**config.mk**
```make
export PLATFORM = sky130hd
export DESIGN_NAME = stage_if_queued
export DESIGN_NICKNAME = d
export VERILOG_FILES = /design/src/rtl/stage_if_queued_pkg.sv /design/src/rtl/stage_if_queued_fetch_queue.sv /design/src/rtl/stage_if_queued.sv
export SDC_FILE = /design/constraint.sdc
export NUM_CORES = 1
export LEC_CHECK = 0
export CORE_MARGIN = 2
export CORE_UTILIZATION = 55
export DETAILED_ROUTE_END_ITERATION = 6
export GPL_ROUTABILITY_DRIVEN = 0
export PLACE_DENSITY = 0.85
export SKIP_LAST_GASP = 1
export SYNTH_ARGS = -nofsm -noshare
export SYNTH_HDL_FRONTEND = slang
export SYNTH_SLANG_ARGS = --single-unit
export TNS_END_PERCENT = 5
```
**constraint.sdc**
```tcl
create_clock -name clk -period 5.3 [get_ports clk]
set_input_delay 1.06 -clock clk [delete_from_list [all_inputs] [get_ports clk]]
set_output_delay 1.06 -clock clk [all_outputs]
set_load 0.005 [all_outputs]
```
**src/rtl/stage_if_queued_pkg.sv**
```systemverilog
// Shared definitions for the queued fetch stage: FSM encoding and fetch constants.
package stage_if_queued_pkg;

    // Fetch request FSM: idle, waiting on a live response, or waiting on a stale one.
    typedef enum logic [1:0] {
        S_IDLE = 2'd0,
        S_WAIT = 2'd1,
        S_DROP = 2'd2
    } fetch_state_e;

    localparam int unsigned INSTR_LEN = 32;
    localparam int unsigned PC_INCR   = 4;

endpackage

```
**src/rtl/stage_if_queued_fetch_queue.sv**
```systemverilog
// Circular FIFO buffering fetched {pc, instr} pairs; flush and reset empty it in one cycle.
import stage_if_queued_pkg::*;

module fetch_queue #(
    parameter int unsigned WIDTH = 96,
    parameter int unsigned DEPTH = 4
) (
    input  logic                       clk,
    input  logic                       rst,
    input  logic                       push_i,
    input  logic                       pop_i,
    input  logic                       flush_i,
    input  logic [WIDTH-1:0]           din_i,
    output logic [WIDTH-1:0]           head_o,
    output logic [$clog2(DEPTH):0]     count_o,
    output logic                       empty_o,
    output logic                       full_o
);

    localparam int unsigned AW = $clog2(DEPTH);
    localparam int unsigned CW = AW + 1;

    logic [WIDTH-1:0] mem_q [DEPTH];
    logic [AW-1:0]    rd_ptr_q, rd_ptr_d;
    logic [AW-1:0]    wr_ptr_q, wr_ptr_d;
    logic [CW-1:0]    count_q, count_d;
    logic             do_push, do_pop;

    assign empty_o = (count_q == '0);
    assign full_o  = (count_q == CW'(DEPTH));
    assign count_o = count_q;
    assign head_o  = empty_o ? '0 : mem_q[rd_ptr_q];

    // Pointer and occupancy next-state; flush discards everything, including this cycle's push/pop.
    always_comb begin
        do_push  = push_i && !flush_i && (!full_o || pop_i);
        do_pop   = pop_i && !flush_i && !empty_o;
        rd_ptr_d = rd_ptr_q;
        wr_ptr_d = wr_ptr_q;
        count_d  = count_q;
        if (flush_i) begin
            rd_ptr_d = '0;
            wr_ptr_d = '0;
            count_d  = '0;
        end else begin
            if (do_push) wr_ptr_d = wr_ptr_q + AW'(1);
            if (do_pop)  rd_ptr_d = rd_ptr_q + AW'(1);
            case ({do_push, do_pop})
                2'b10:   count_d = count_q + CW'(1);
                2'b01:   count_d = count_q - CW'(1);
                default: count_d = count_q;
            endcase
        end
    end

    // Pointer and occupancy registers.
    always_ff @(posedge clk) begin
        if (rst) begin
            rd_ptr_q <= '0;
            wr_ptr_q <= '0;
            count_q  <= '0;
        end else begin
            rd_ptr_q <= rd_ptr_d;
            wr_ptr_q <= wr_ptr_d;
            count_q  <= count_d;
        end
    end

    // Storage write; contents need no reset since occupancy gates the head.
    always_ff @(posedge clk) begin
        if (do_push) mem_q[wr_ptr_q] <= din_i;
    end

endmodule

```
**src/rtl/stage_if_queued.sv**
```systemverilog
// Queued instruction fetch stage: one outstanding imem request, DEPTH-entry fetch queue to decode.
// Optional performance counters are enabled by defining STAGE_IF_PERF_EN.
import stage_if_queued_pkg::*;

module stage_if_queued #(
    parameter int unsigned          XLEN     = 64,
    parameter int unsigned          DEPTH    = 4,
    parameter logic [XLEN-1:0]      RESET_PC = '0,
    parameter int unsigned          ILEN     = INSTR_LEN
) (
    input  logic             clk,
    input  logic             rst,
    input  logic             redirect_valid,
    input  logic [XLEN-1:0]  redirect_target,
    output logic             imem_req,
    output logic [XLEN-1:0]  imem_addr,
    input  logic             imem_ready,
    input  logic             imem_rvalid,
    input  logic [ILEN-1:0]  imem_rdata,
    output logic             if_valid,
    input  logic             if_ready,
    output logic [XLEN-1:0]  if_pc,
    output logic [ILEN-1:0]  if_instr
`ifdef STAGE_IF_PERF_EN
    ,
    output logic [31:0]      perf_fetched,
    output logic [31:0]      perf_flushes
`endif
);

    localparam int unsigned AW = $clog2(DEPTH);
    localparam int unsigned CW = AW + 1;

    fetch_state_e        state_q, state_d;
    logic [XLEN-1:0]     fetch_pc_q, fetch_pc_d;
    logic [XLEN-1:0]     req_pc_q, req_pc_d;

    logic                q_push, q_pop, q_flush;
    logic [XLEN+ILEN-1:0] q_head;
    logic [CW-1:0]       q_count;
    logic                q_empty, q_full;
    logic                q_has_room;

    fetch_queue #(
        .WIDTH (XLEN + ILEN),
        .DEPTH (DEPTH)
    ) u_queue (
        .clk     (clk),
        .rst     (rst),
        .push_i  (q_push),
        .pop_i   (q_pop),
        .flush_i (q_flush),
        .din_i   ({req_pc_q, imem_rdata}),
        .head_o  (q_head),
        .count_o (q_count),
        .empty_o (q_empty),
        .full_o  (q_full)
    );

    assign q_has_room = (q_count < CW'(DEPTH));
    assign q_flush    = redirect_valid;
    assign q_pop      = if_valid && if_ready && !redirect_valid;
    assign if_valid   = !q_empty;
    assign if_pc      = q_head[XLEN+ILEN-1:ILEN];
    assign if_instr   = q_head[ILEN-1:0];
    assign imem_addr  = fetch_pc_q;

    // Issue/response FSM: request only when idle with room; redirect retargets and marks in-flight data stale.
    always_comb begin
        state_d    = state_q;
        fetch_pc_d = fetch_pc_q;
        req_pc_d   = req_pc_q;
        imem_req   = 1'b0;
        q_push     = 1'b0;
        case (state_q)
            S_IDLE: begin
                if (!redirect_valid && !rst && q_has_room) begin
                    imem_req = 1'b1;
                    if (imem_ready) begin
                        req_pc_d   = fetch_pc_q;
                        fetch_pc_d = fetch_pc_q + XLEN'(PC_INCR);
                        state_d    = S_WAIT;
                    end
                end
            end
            S_WAIT: begin
                if (imem_rvalid) begin
                    q_push  = !redirect_valid;
                    state_d = S_IDLE;
                end else if (redirect_valid) begin
                    state_d = S_DROP;
                end
            end
            S_DROP: begin
                if (imem_rvalid) state_d = S_IDLE;
            end
            default: state_d = S_IDLE;
        endcase
        if (redirect_valid) fetch_pc_d = redirect_target & ~XLEN'(3);
    end

    // State and PC registers.
    always_ff @(posedge clk) begin
        if (rst) begin
            state_q    <= S_IDLE;
            fetch_pc_q <= RESET_PC;
            req_pc_q   <= '0;
        end else begin
            state_q    <= state_d;
            fetch_pc_q <= fetch_pc_d;
            req_pc_q   <= req_pc_d;
        end
    end

    // A push into a full queue without a pop would mean more than one request was in flight.
    always_ff @(posedge clk) begin
        assert (rst || !(q_push && q_full && !q_pop));
    end

`ifdef STAGE_IF_PERF_EN
    logic [31:0] perf_fetched_q;
    logic [31:0] perf_flushes_q;

    // Free-running event counters: instructions handed to decode and redirect cycles.
    always_ff @(posedge clk) begin
        if (rst) begin
            perf_fetched_q <= '0;
            perf_flushes_q <= '0;
        end else begin
            if (q_pop)          perf_fetched_q <= perf_fetched_q + 32'd1;
            if (redirect_valid) perf_flushes_q <= perf_flushes_q + 32'd1;
        end
    end

    assign perf_fetched = perf_fetched_q;
    assign perf_flushes = perf_flushes_q;
`endif

endmodule
```
# [Word-level counts from Yosys, hierarchy flattened]
# Memory sizes are Yosys's and may differ from the RTL's. A register that Yosys moved wholly into a read port is not among the register bits.
# Index checks and enable logic that the tools add are counted.
[word_totals] register_bits=137 mem_bits_rw=384 input_bits=102 out_inout_bits=162 word_cells=66 mem_count=1
[memory_table] name="u_queue.mem_q" words=4 word_bits=96 read_ports=1 rd_ports_with_merged_regs=1 write_ports=1 line="stage_if_queued_fetch_queue.sv:23" text="logic [WIDTH-1:0] mem_q [DEPTH];"
[op_classes] n_addsub=5 magnitude_cmp=1 n_eq_ne=9 mux=20 n_reduce_logical=23
[op_table] operator="two-way mux 64 bit" count=4
[op_table] operator="two-way mux 96 bit" count=1
[op_table] operator="adder 64 x 3 -> 64 bit, second input constant" count=1
[op_table] operator="two-way mux 2 bit" count=7
[op_table] operator="logical AND 1 bit" count=8
[op_table] operator="nonzero test 2 bit" count=4
[op_table] operator="two-way mux 1 bit" count=6
[op_table] operator="inequality test 2 bit, second input constant" count=3
[op_table] operator="case mux 2 bit (3 select lines)" count=1
[op_table] operator="case mux 3 bit (2 select lines)" count=1
[op_table] operator="AND reduction 3 bit" count=2
[op_table] operator="adder 2 x 1 -> 2 bit, second input constant" count=2
[op_table] operator="equality test 2 x 1 -> 1 bit, second input constant" count=2
[op_table] operator="equality test 2 bit, second input constant" count=2
[op_table] operator="logical NOT 1 bit" count=4
[op_table] operator="AND reduction 4 bit" count=1
[op_table] operator="adder 3 x 1 -> 3 bit, second input constant" count=1
[op_table] operator="equality test 3 bit, second input constant" count=1
[op_table] operator="logical NOT 3 bit" count=1
[op_table] operator="< comparator 3 bit, second input constant" count=1
[op_table] operator="inequality test 3 bit, second input constant" count=1
[op_table] operator="subtractor 3 x 1 -> 3 bit, second input constant" count=1
[op_table] operator="logical NOT 2 bit" count=1
[op_table] operator="OR reduction 2 bit" count=1
[op_table] operator="logical OR 1 bit" count=1

# [Longest topological paths before layout]
[depth] word_depth=8 depth_mapped=11 depth_no_buf=9

# [Modules after synthesis]
# Synthesis repeated with hierarchy kept, for this count alone.
[unflattened] hier_cells=1486 hier_area_um2=21311.7
[modules_own_cells] mod="fetch_queue" instances=1 cells_per_inst=665 area_per_inst_um2=14975.6 seq_area_each_um2=11711.2
[modules_own_cells] mod="stage_if_queued" instances=1 cells_per_inst=821 area_per_inst_um2=6336.1 seq_area_each_um2=2522.4

# [Worst setup path before layout]
# No wires, ideal clock.
[synth_path] path_kind="input -> register" from="input redirect_valid" to="memory u_queue.mem_q[1][0], enable pin" setup_time_ns=0.463 t_arrival_ns=4.179 required_ns=4.837 setup_slack_ns=0.658 path_stages=3 path_buffers=1 path_cell_list="clkbuf_1 > nor4_1 > and2_1"
[synth_between] elab_chain_len=7 word_cells_on_any_way=9 classes_between="4 x mux; 5 x reduce/logical"
[synth_rtl] item="start: declaration" line="stage_if_queued.sv:13" text="input logic redirect_valid,"
[synth_rtl] item="logical NOT 1 bit (*)" line="stage_if_queued_fetch_queue.sv:36, stage_if_queued.sv:62, stage_if_queued.sv:88"
[synth_rtl] item="two-way mux 1 bit" line="stage_if_queued.sv:87" text="if (imem_rvalid) begin"
[synth_rtl] item="two-way mux 1 bit" line="stage_if_queued.sv:75" text="case (state_q)"
[synth_rtl] item="logical AND 1 bit" line="stage_if_queued_fetch_queue.sv:36" text="do_push = push_i && !flush_i && (!full_o || pop_i);"
[synth_rtl] item="logical AND 1 bit (*)" line="stage_if_queued_fetch_queue.sv:36"
[synth_rtl] item="two-way mux 1 bit (*)" line="stage_if_queued_fetch_queue.sv:71" text="if (do_push) mem_q[wr_ptr_q] <= din_i;"
[synth_rtl] item="two-way mux 1 bit (implied by the code) (*)" line="stage_if_queued_fetch_queue.sv:71"
[synth_rtl] item="end: declaration" line="stage_if_queued_fetch_queue.sv:23"
# Every way passes the cells marked *; elsewhere a longest branch is shown, timed or not.

==> impl_metrics.toml <==
[clock_tree]
cts_setup_buffers = 0
clk_pin_slew_ns = 0.06
cts_hold_buf = 0
cts.sinks = 511
cts-buffers-inserted = 49
clock_path_buffers = 3
htreeDepth = 2
clock_latency_ns = 0.56
cts_tree = "done"
ctsResizeCount = 0
root_buffer = "clkbuf_16"

[yosys]
synthTopCellsByCount = "376 x edfxtp_1, 172 x nand2_1, 135 x dfxtp_1, 114 x a21oi_1, 98 x and2_1"
synth_cell_types = 55
synth_most_common_cell = "edfxtp_1"
synth-xor-area-share = 0.0192
synth_edf_count = 376
synth.area.mux_share = 0.106
dominantRegCellSynth = "edfxtp_1"
synth_top_area_frac = 0.550
synth.yosys.seq_area_share = 0.682
syn_area_sq_um = 20500
synth-seq-cells = 511
yosys.area_share.simple = 0.115
synth_top_family_by_area = "simple AND/OR/NAND/NOR gates"
ys_async_sr_fraction = 0
synth_fa_ha_area_frac = 0.00464
ys.warnings.count = 0
synth_compound_area_frac = 0.0499
yosysTopAreaCell = "edfxtp_1"
ys_top_cells_by_area = "edfxtp_1 55%, dfxtp_1 13%, mux4_2 10%"
syn_avg_cell_area_sq_um = 14.4
syn_inst = 1422

[place]
port-buffer-count = 257
dpl_cell_area_sq_um = 23600
dp_hpwl_um = 30300

[floorplanning]
die_y_um = 197
initial_core_util = 0.559
core_sq_um = 36700
die-area_sq_um = 38900
die_w_um = 197
num_rows = 70
pin_count = 264

[setup_path]
path_delay_family = "buffers and inverters"
path_class = "reg2out"
crit_required_ns = 4.24
path_buf_inv = 2
worstPathMaxFanout = 32
slowest_delay_ns = 0.80
rrSetupSlack_ns = 2.12
start_kind = "register"
end_kind = "output port"
path_cells = "buf_4 > mux4_2 > and2_1 > clkdlybuf4s50_1"
cp_slowest_cell = "dfxtp_4"
critPathArrivalTime_ns = 3.09

[timing]
fin_worst_skew_ns = 0.0209
slew_viol_final = 0
max_slew_margin = 0.251
hold_viol_final = 0
period_minus_slack_ns = 4.15
rsz0062_at_grt = "no"
tns_ns = 0
tightestPinTransition_ns = 1.12
finalCritPeriodShare = 0.783
fmax_ghz = 0.241
finalSetupViolations = 0

[grt]
overflow = 0
grt_max_degree = 98
grt_pass1_wl_um = 76200
grt_pass1_vias = 13500
antenna_found_initial = 7
grt.total_usage = 0.258

[status]
status = "completed"

[routing]
drtIter0Drc = 1086
drcViolationCount = 0
via_per_inst = 6.09
wl_um = 50200
avgRoutedWirePerCell_um = 23.1
vias = 13200
ant_nets = 0
drt_pre_antenna_iters = 6

[power_and_ir_drop]
p_comb_frac = 0.041
p_seq_frac = 0.531
ir_drop_mv = 0.208
clkPwrFrac = 0.427
total_power_uw = 8250
intPower_uw = 6580
swShare = 0.202
pwr_density_cell_nw_per_um2 = 327
total_leakage_power_uw = 0.00808
p_switching_uw = 1670

[layout]
fin_util = 0.687
syn_to_final_growth_pct = 22.8
fin_area_sq_um = 25200
drive_above_1_share = 0.126
finalNetCount = 1771

[flow_run]
drv_cap = 0

[min_path]
min_path_type = "reg2reg"
## final timing paths
check	from	endpoint	cells after the start
max reg2reg	u_queue.count_o[2]	u_queue.count_o[2]	9
max	register	if_pc[5]	4
min	req_pc_q[51]	req_pc_q[51]	2
min reg2reg	req_pc_q[51]	req_pc_q[51]	2
## layout make-up
type	instances	area, sq um
fillers	2415	11500
diodes	2	5.00
clock inverters	19	255
multi-input cells	799	6090
clock buffers	70	1380
flip-flops and latches	511	14000
inverters	20	75.1
repair buffers	281	2810
well taps	468	586
## registers in the layout (all words and copies together), names as in the netlist, named ones only
name              count
u_queue.mem_q       376
imem_addr            62
req_pc_q             62
u_queue.count_o       3
state_q               2
u_queue.rd_ptr_q      2
u_queue.wr_ptr_q      2
## per-layer routing
metal  global-route usage  vias up  wire length [um]
li1                     -     5833                 -
met3               0.0598      129              4560
met4                0.107        8              1870
met1                0.332     6554             19500
met5                    0        -                55
met2                0.426      693             24200
## layout by cell type (no fill, tap or decap), drive strengths merged, types with 6 or more instances in the layout
master,Yosys,final
nand2,172,172
xnor2,37,37
nand4,20,20
inv,20,20
a21oi,114,114
o21ai,17,17
mux4,94,94
clkdlybuf4s50,0,255
nor4,19,19
nand3,25,25
nor3,34,34
or3,9,9
edfxtp,376,376
clkbuf,77,70
dfxtp,135,135
and3,17,17
clkinv,0,10
xor2,8,8
a211oi,13,13
bufinv,0,6
buf,18,26
and2,98,98
o22ai,15,15
ha,6,6
nor2,50,50
## per-stage QoR
step                      setup WS [ns]  std cells  hold slack, ns
after floorplan                   0.658       1425           0.460
after global placement             1.28       2079           0.470
after detailed placement           1.31       2079           0.475
after CTS                          1.07       2168           0.491
after global routing              0.976       2168           0.503
final                              1.15       2170           0.494
## cell families (layout without fill, tap and decap cells)
family,count (synthesis),in the layout
flip-flops,511,511
adder cells (fa/ha/maj),7,7
AO/OA/AOI/OAI,181,181
other,1,6
multiplexers,99,99
XOR/XNOR,45,45
buffers and inverters,115,390
AND/OR/NAND/NOR,463,463
## tightest hold or removal path, cell delays in order (launching register included)
cell	delay [ns]
dfxtp_1	0.33
nand2_1	0.06
a21oi_1	0.05
## power groups by stage
stage                     Sequential [uW]  Combinational (uW)  Clock (uW)
after floorplan                      4440                 140           0
after global placement               4460                 327           0
after detailed placement             4460                 336           0
after CTS                            4380                 339        3550
after global routing                 4380                 365        3710
final                                4380                 342        3520
Power figures use the tool's default switching activity.
